<file path="config.mk">
export PLATFORM = sky130hd
export DESIGN_NAME = spinner_quad_gen
export DESIGN_NICKNAME = d
export VERILOG_FILES = /design/src/rtl/spinner_pkg.sv /design/src/rtl/spinner_tick_gen.sv /design/src/rtl/spinner_quad_gen.sv
export SDC_FILE = /design/constraint.sdc
export NUM_CORES = 1
export LEC_CHECK = 0
export CAP_MARGIN = 10
export CORE_MARGIN = 2
export CORE_UTILIZATION = 25
export CTS_BUF_LIST = sky130_fd_sc_hd__clkbuf_4 sky130_fd_sc_hd__clkbuf_8
export DETAILED_ROUTE_END_ITERATION = 8
export SYNTH_ARGS = -nofsm -noshare
export SYNTH_HDL_FRONTEND = slang
export SYNTH_SLANG_ARGS = --single-unit
export TNS_END_PERCENT = 1
</file>
<file path="constraint.sdc">
create_clock -name clk_sys -period 10.1 [get_ports clk_sys]
set_input_delay 2.02 -clock clk_sys [delete_from_list [all_inputs] [get_ports clk_sys]]
set_output_delay 2.02 -clock clk_sys [all_outputs]
set_load 0.01 [all_outputs]
</file>
<file path="src/rtl/spinner_pkg.sv">
// Shared types and helpers for the rotary spinner quadrature generator.
// Holds the Gray phase codes, the phase successor and the saturating position add.
package spinner_pkg;

  localparam int unsigned POS_W = 12;

  typedef logic signed [POS_W-1:0] pos_t;

  localparam pos_t POS_MIN = {1'b1, {(POS_W-1){1'b0}}};
  localparam pos_t POS_MAX = {1'b0, {(POS_W-1){1'b1}}};

  localparam logic [1:0] PH_00 = 2'b00;
  localparam logic [1:0] PH_01 = 2'b01;
  localparam logic [1:0] PH_11 = 2'b11;
  localparam logic [1:0] PH_10 = 2'b10;

  // Negative motion walks 00->01->11->10; positive walks the reverse.
  function automatic logic [1:0] next_phase(input logic [1:0] cur, input logic dir_neg);
    logic [1:0] nxt;
    nxt = PH_00;
    case (cur)
      PH_00:   nxt = dir_neg ? PH_01 : PH_10;
      PH_01:   nxt = dir_neg ? PH_11 : PH_00;
      PH_11:   nxt = dir_neg ? PH_10 : PH_01;
      default: nxt = dir_neg ? PH_00 : PH_11;
    endcase
    return nxt;
  endfunction

  // Signed add clamped to the representable position range.
  function automatic pos_t sat_add(input pos_t a, input pos_t b);
    logic [POS_W:0] sum;
    pos_t           res;
    sum = {a[POS_W-1], a} + {b[POS_W-1], b};
    res = sum[POS_W-1:0];
    if (sum[POS_W] != sum[POS_W-1]) begin
      res = sum[POS_W] ? POS_MIN : POS_MAX;
    end
    return res;
  endfunction

endpackage

</file>
<file path="src/rtl/spinner_tick_gen.sv">
// Free-running clock-enable and step-rate dividers for the spinner.
// tick_c fires once per CE_DIV clocks; step_c fires on every STEP_DIV-th tick.
module spinner_tick_gen #(
  parameter int unsigned CE_DIV   = 8,
  parameter int unsigned STEP_DIV = 1500
) (
  input  logic clk_sys,
  input  logic reset,
  output logic tick_c,
  output logic step_c
);

  localparam int unsigned CE_W = $clog2(CE_DIV + 1);
  localparam int unsigned ST_W = $clog2(STEP_DIV + 1);

  logic [CE_W-1:0] ce_q, ce_d;
  logic [ST_W-1:0] st_q, st_d;

  always_comb begin
    ce_d   = ce_q;
    st_d   = st_q;
    tick_c = (ce_q == '0);
    step_c = tick_c && (st_q == '0);
    ce_d   = (ce_q == CE_W'(CE_DIV - 1)) ? '0 : ce_q + CE_W'(1);
    if (tick_c) begin
      st_d = (st_q == ST_W'(STEP_DIV - 1)) ? '0 : st_q + ST_W'(1);
    end
  end

  always_ff @(posedge clk_sys) begin
    if (reset) begin
      ce_q <= '0;
      st_q <= '0;
    end else begin
      ce_q <= ce_d;
      st_q <= st_d;
    end
  end

endmodule

</file>
<file path="src/rtl/spinner_quad_gen.sv">
// Rotary spinner emulation: accumulates mouse X (and optional D-pad) motion and
// drains it as Gray quadrature steps. D-pad support is built with SPINNER_DPAD_EN.
module spinner_quad_gen
  import spinner_pkg::*;
#(
  parameter int unsigned CE_DIV    = 8,
  parameter int unsigned STEP_DIV  = 1500,
  parameter int unsigned DPAD_POLL = 48000,
  parameter int unsigned DPAD_SLOW = 4,
  parameter int unsigned DPAD_FAST = 9
) (
  input  logic       clk_sys,
  input  logic       reset,
  input  logic       mouse_strobe,
  input  logic [8:0] mouse_x,
  input  logic       btn_left,
  input  logic       btn_right,
  input  logic       btn_fast,
  output logic [1:0] enc_out,
  output logic       busy
);

  logic       tick_c;
  logic       step_c;
  pos_t       pos_q, pos_d;
  logic [1:0] enc_q, enc_d;
  logic       busy_q, busy_d;
  pos_t       mouse_ext_c;

  spinner_tick_gen #(
    .CE_DIV  (CE_DIV),
    .STEP_DIV(STEP_DIV)
  ) u_tick_gen (
    .clk_sys(clk_sys),
    .reset  (reset),
    .tick_c (tick_c),
    .step_c (step_c)
  );

  assign mouse_ext_c = {{(POS_W-9){mouse_x[8]}}, mouse_x};

`ifdef SPINNER_DPAD_EN
  localparam int unsigned DP_W = $clog2(DPAD_POLL + 1);

  logic [DP_W-1:0] dcnt_q, dcnt_d;
  logic            dpad_load_c;
  pos_t            mag_c;
  pos_t            dpad_val_c;

  // Poll counter runs only while a direction is held; wrap triggers a reload.
  always_comb begin
    dcnt_d      = dcnt_q;
    dpad_load_c = 1'b0;
    mag_c       = btn_fast ? POS_W'(DPAD_FAST) : POS_W'(DPAD_SLOW);
    dpad_val_c  = btn_right ? mag_c : -mag_c;
    if (!(btn_left || btn_right)) begin
      dcnt_d = '0;
    end else if (tick_c) begin
      if (dcnt_q == DP_W'(DPAD_POLL - 1)) begin
        dcnt_d      = '0;
        dpad_load_c = 1'b1;
      end else begin
        dcnt_d = dcnt_q + DP_W'(1);
      end
    end
  end

  always_ff @(posedge clk_sys) begin
    if (reset) begin
      dcnt_q <= '0;
    end else begin
      dcnt_q <= dcnt_d;
    end
  end
`else
  logic unused_dpad;
  assign unused_dpad = ^{btn_left, btn_right, btn_fast, tick_c,
                         32'(DPAD_POLL + DPAD_SLOW + DPAD_FAST)};
`endif

  // Order within a cycle: step, then D-pad load overrides position, then mouse add.
  always_comb begin
    pos_d = pos_q;
    enc_d = enc_q;
    if (step_c && (pos_q != '0)) begin
      enc_d = next_phase(enc_q, pos_q[POS_W-1]);
      pos_d = pos_q[POS_W-1] ? pos_q + POS_W'(1) : pos_q - POS_W'(1);
    end
`ifdef SPINNER_DPAD_EN
    if (dpad_load_c) begin
      pos_d = dpad_val_c;
    end
`endif
    if (mouse_strobe) begin
      pos_d = sat_add(pos_d, mouse_ext_c);
    end
    busy_d = (pos_d != '0);
  end

  always_ff @(posedge clk_sys) begin
    if (reset) begin
      pos_q  <= '0;
      enc_q  <= PH_00;
      busy_q <= 1'b0;
    end else begin
      pos_q  <= pos_d;
      enc_q  <= enc_d;
      busy_q <= busy_d;
    end
  end

  assign enc_out = enc_q;
  assign busy    = busy_q;

endmodule
</file>
==> summary.txt <==
Status
  – Status: finished, final reports clean

Clocking
  – Clock slew at reported path FFs: 60 ps
  – Post-CTS Repair Setup Buffers: 0
  – Clock buffer depth: 2
  – CTS tree: yes
  – Post-CTS Hold Fix Bufs: 0
  – CTS Buf Count: 5
  – Clock Tree Root: clkbuf_8
  – Number of gates resized after CTS: 0
  – Clock sinks: 30
  – Clk_lat worst skew: 280 ps
  – Htree depth: 2

Floorplanning
  – Die W: 109.3 um
  – Initial Utilization: 25.58%
  – Io pins: 18
  – Die ar.: 11950 um^2
  – Die Height: 109.3 um
  – Area of the core: 10840 um^2
  – Cell Rows: 38

Critical path
  – Crit. End Element: flip-flop
  – Critical path startpoint category: input port
  – Critical path class: input port to flip-flop
  – Worst Path Arrival: 5250 ps
  – Crit path max fanout: 9
  – Req. time, crit path: 10280 ps

Flow run
  – Number of max-cap violations: 0

Timing
  – Clock Skews: 8.531 ps
  – Worst slew pin tran: 785.8 ps
  – Final setup viols: 0
  – Slew headroom: 47.45%
  – Final WS setup: 5027 ps
  – Setup TNS: 0 ps
  – Tmin final: 5073 ps
  – RSZ-0062 raised after global routing: no
  – Final worst-path cycle share: 50.23%
  – Final Max Slew Viols: 0
  – Final Hold Viols: 0
  – Max Freq: 197.1 MHz

Place
  – Pre-CTS setup slack: 4729 ps
  – Placer Congestion: 0.8482
  – Input/output buffers: 14
  – Hpwl dp: 5231 um

Synth
  – Synth Register Bits: 30
  – Share of the synthesized area in the top cell type: 21.66%
  – Cell taking the most area after synthesis: dfxtp_1
  – Cell Area, Synth: 2773 um^2
  – Ys flop type: dfxtp_1
  – Syn Nets: 382
  – Sequential element share of the synthesized area: 21.66%
  – Synth area leaders: dfxtp_1 22%, ha_1 13%, nor2_1 5.8%, xnor2_1 4.7%, a21oi_1 3.8%
  – Mean area per synthesized cell: 8.227 um^2
  – Yosys cell types: 65
  – Post-synth EDFFs: 0
  – Post-Syn Instances: 337
  – Syn. warnings: 0
  – FFs w/ async S/R, synth: 0%

Detailed routing
  – Routed vias/inst: 5.037
  – Detailed router's first-iteration violation count: 164
  – Routed wire length per instance: 13.09 um
  – Number of remaining DRC errors: 0
  – Met2 wire length: 2974 um
  – Metal-1 WL: 3084 um
  – Number of iterations in the first detailed-routing pass: 4
  – Top layer in use: met4
  – Via count: 2468
  – Final WL: 6415 um
  – Post-route ant nets: 0
  – WL met3: 179 um

Global route
  – Initial antenna violation count: 0
  – Overall Global Routing Usage: 11.66%
  – Vias in the first global route: 2411
  – Grt ovf: 0
  – First-pass GRT wire length: 11200 um
  – Largest net degree at the start of global routing: 23

Finish
  – Fraction of layout cells with a size suffix above 1: 8.286%
  – Final #Nets: 395
  – Fillers: 1181
  – Ant diodes: 0
  – Area Overhead vs Synth: 13.49%

Power and ir drop
  – Pwr dens: 391.4 nW/um^2
  – Worst VDD drop: 0.0001900 V
  – P_leak: 1.256 nW

Min path
  – Hold Crit Class: flip-flop to flip-flop
[area by class of cell]
class / count / area, um^2 / share of cell area [%]
well taps: 140 / 175.2 / 5.567
clock buffers: 6 / 82.58 / 2.624
multi-input cells: 274 / 2024 / 64.33
inverters: 25 / 93.84 / 2.982
clock inverters: 1 / 30.03 / 0.9543
flip-flops and latches: 30 / 600.6 / 19.09
repair buffers: 14 / 140.1 / 4.453
[logic make-up (layout without fill, tap and decap cells)]
group / Yosys count / after routing / share of synthesized area, %
XOR/XNOR: 27 / 27 / 8.529
buffers and inverters: 33 / 46 / 5.324
flip-flops: 30 / 30 / 21.66
multiplexers: 4 / 4 / 1.489
AO/OA/AOI/OAI: 91 / 91 / 24.96
adder cells (fa/ha/maj): 30 / 30 / 14.08
AND/OR/NAND/NOR: 122 / 122 / 23.96
[flip-flops by register name, summed over array words and instances, names as in the netlist]
name             flops
u_tick_gen.ce_q      4
u_tick_gen.st_q     11
busy                 1
pos_q               12
enc_out              2
[final timing paths]
kind | from | endpoint | slack (ps) | cells past startpoint
hold / removal | u_tick_gen.ce_q[0] | u_tick_gen.ce_q[0] | 500 | 1
hold reg to reg | u_tick_gen.ce_q[0] | u_tick_gen.ce_q[0] | 500 | 1
setup / recovery | mouse_x[0] | busy | 5030 | 12
setup reg to reg | pos_q[11] | busy | 5240 | 17
[where the power goes]
part	internal [mW]	leakage, nW	switching, mW
logic	0.399	0.953	0.542
registers	0.144	0.247	0.0251
clock network	0.0788	0.0573	0.0423
total	0.623	1.26	0.609
[metal layers]
metal,vias to the layer above,track usage (%)
met4,0,5.425
met2,46,19.08
met3,11,1.363
li1,1257,-
met1,1154,15.32
met5,-,0
[cell usage after synthesis (3+ instances only)]
cell type	n
a2111oi_0	3
a21o_1	6
a21oi_1	21
a31oi_1	5
and3_1	4
buf_6	3
clkbuf_1	3
dfxtp_1	30
ha_1	28
inv_1	25
mux2i_1	3
nand2_1	17
nand2b_1	7
nand3_1	13
nand4_1	5
nor2_1	43
nor2b_1	5
nor3_1	7
o211ai_1	5
o21ai_0	7
o21ai_1	8
o31ai_1	4
xnor2_1	15
xor2_1	12
[per-stage QoR]
step                area, um^2  cells  total power, mW  hold WS, ps  util (%)
global route              3147    490            1.359        536.7     29.03
floorplan                 2773    337           0.9278        451.0         -
CTS                       3147    490            1.228        495.6     29.03
finish                    3147    490            1.232        498.8     29.03
global placement          3034    483            1.085        472.7     27.99
detailed placement        3034    483            1.100        485.0     27.99
[critical path: stages]
cell and delay [ps]:
clkdlybuf4s50_1 480, ha_1 210, inv_1 70, fa_1 400, nand2b_1 200, a211oi_1 420
o211ai_1 190, a21oi_2 430, nand4_2 240, o211a_1 210, nor4b_2 170, a41oi_1 220
[placed cells by master, fill, tap and decap left out, types with 3 or more instances in the layout]
master / instances
nor2_1: 43
dfxtp_1: 30
ha_1: 28
inv_1: 25
a21oi_1: 21
nand2_1: 17
xnor2_1: 15
clkdlybuf4s50_1: 14
nand3_1: 13
xor2_1: 12
o21ai_1: 8
nor3_1: 7
o21ai_0: 7
nand2b_1: 7
a21o_1: 6
clkbuf_8: 6
nor2b_1: 5
o211ai_1: 5
a31oi_1: 5
nand4_1: 5
and3_1: 4
o31ai_1: 4
mux2i_1: 3
a2111oi_0: 3
No activity file was read; power rests on OpenSTA's default activity.
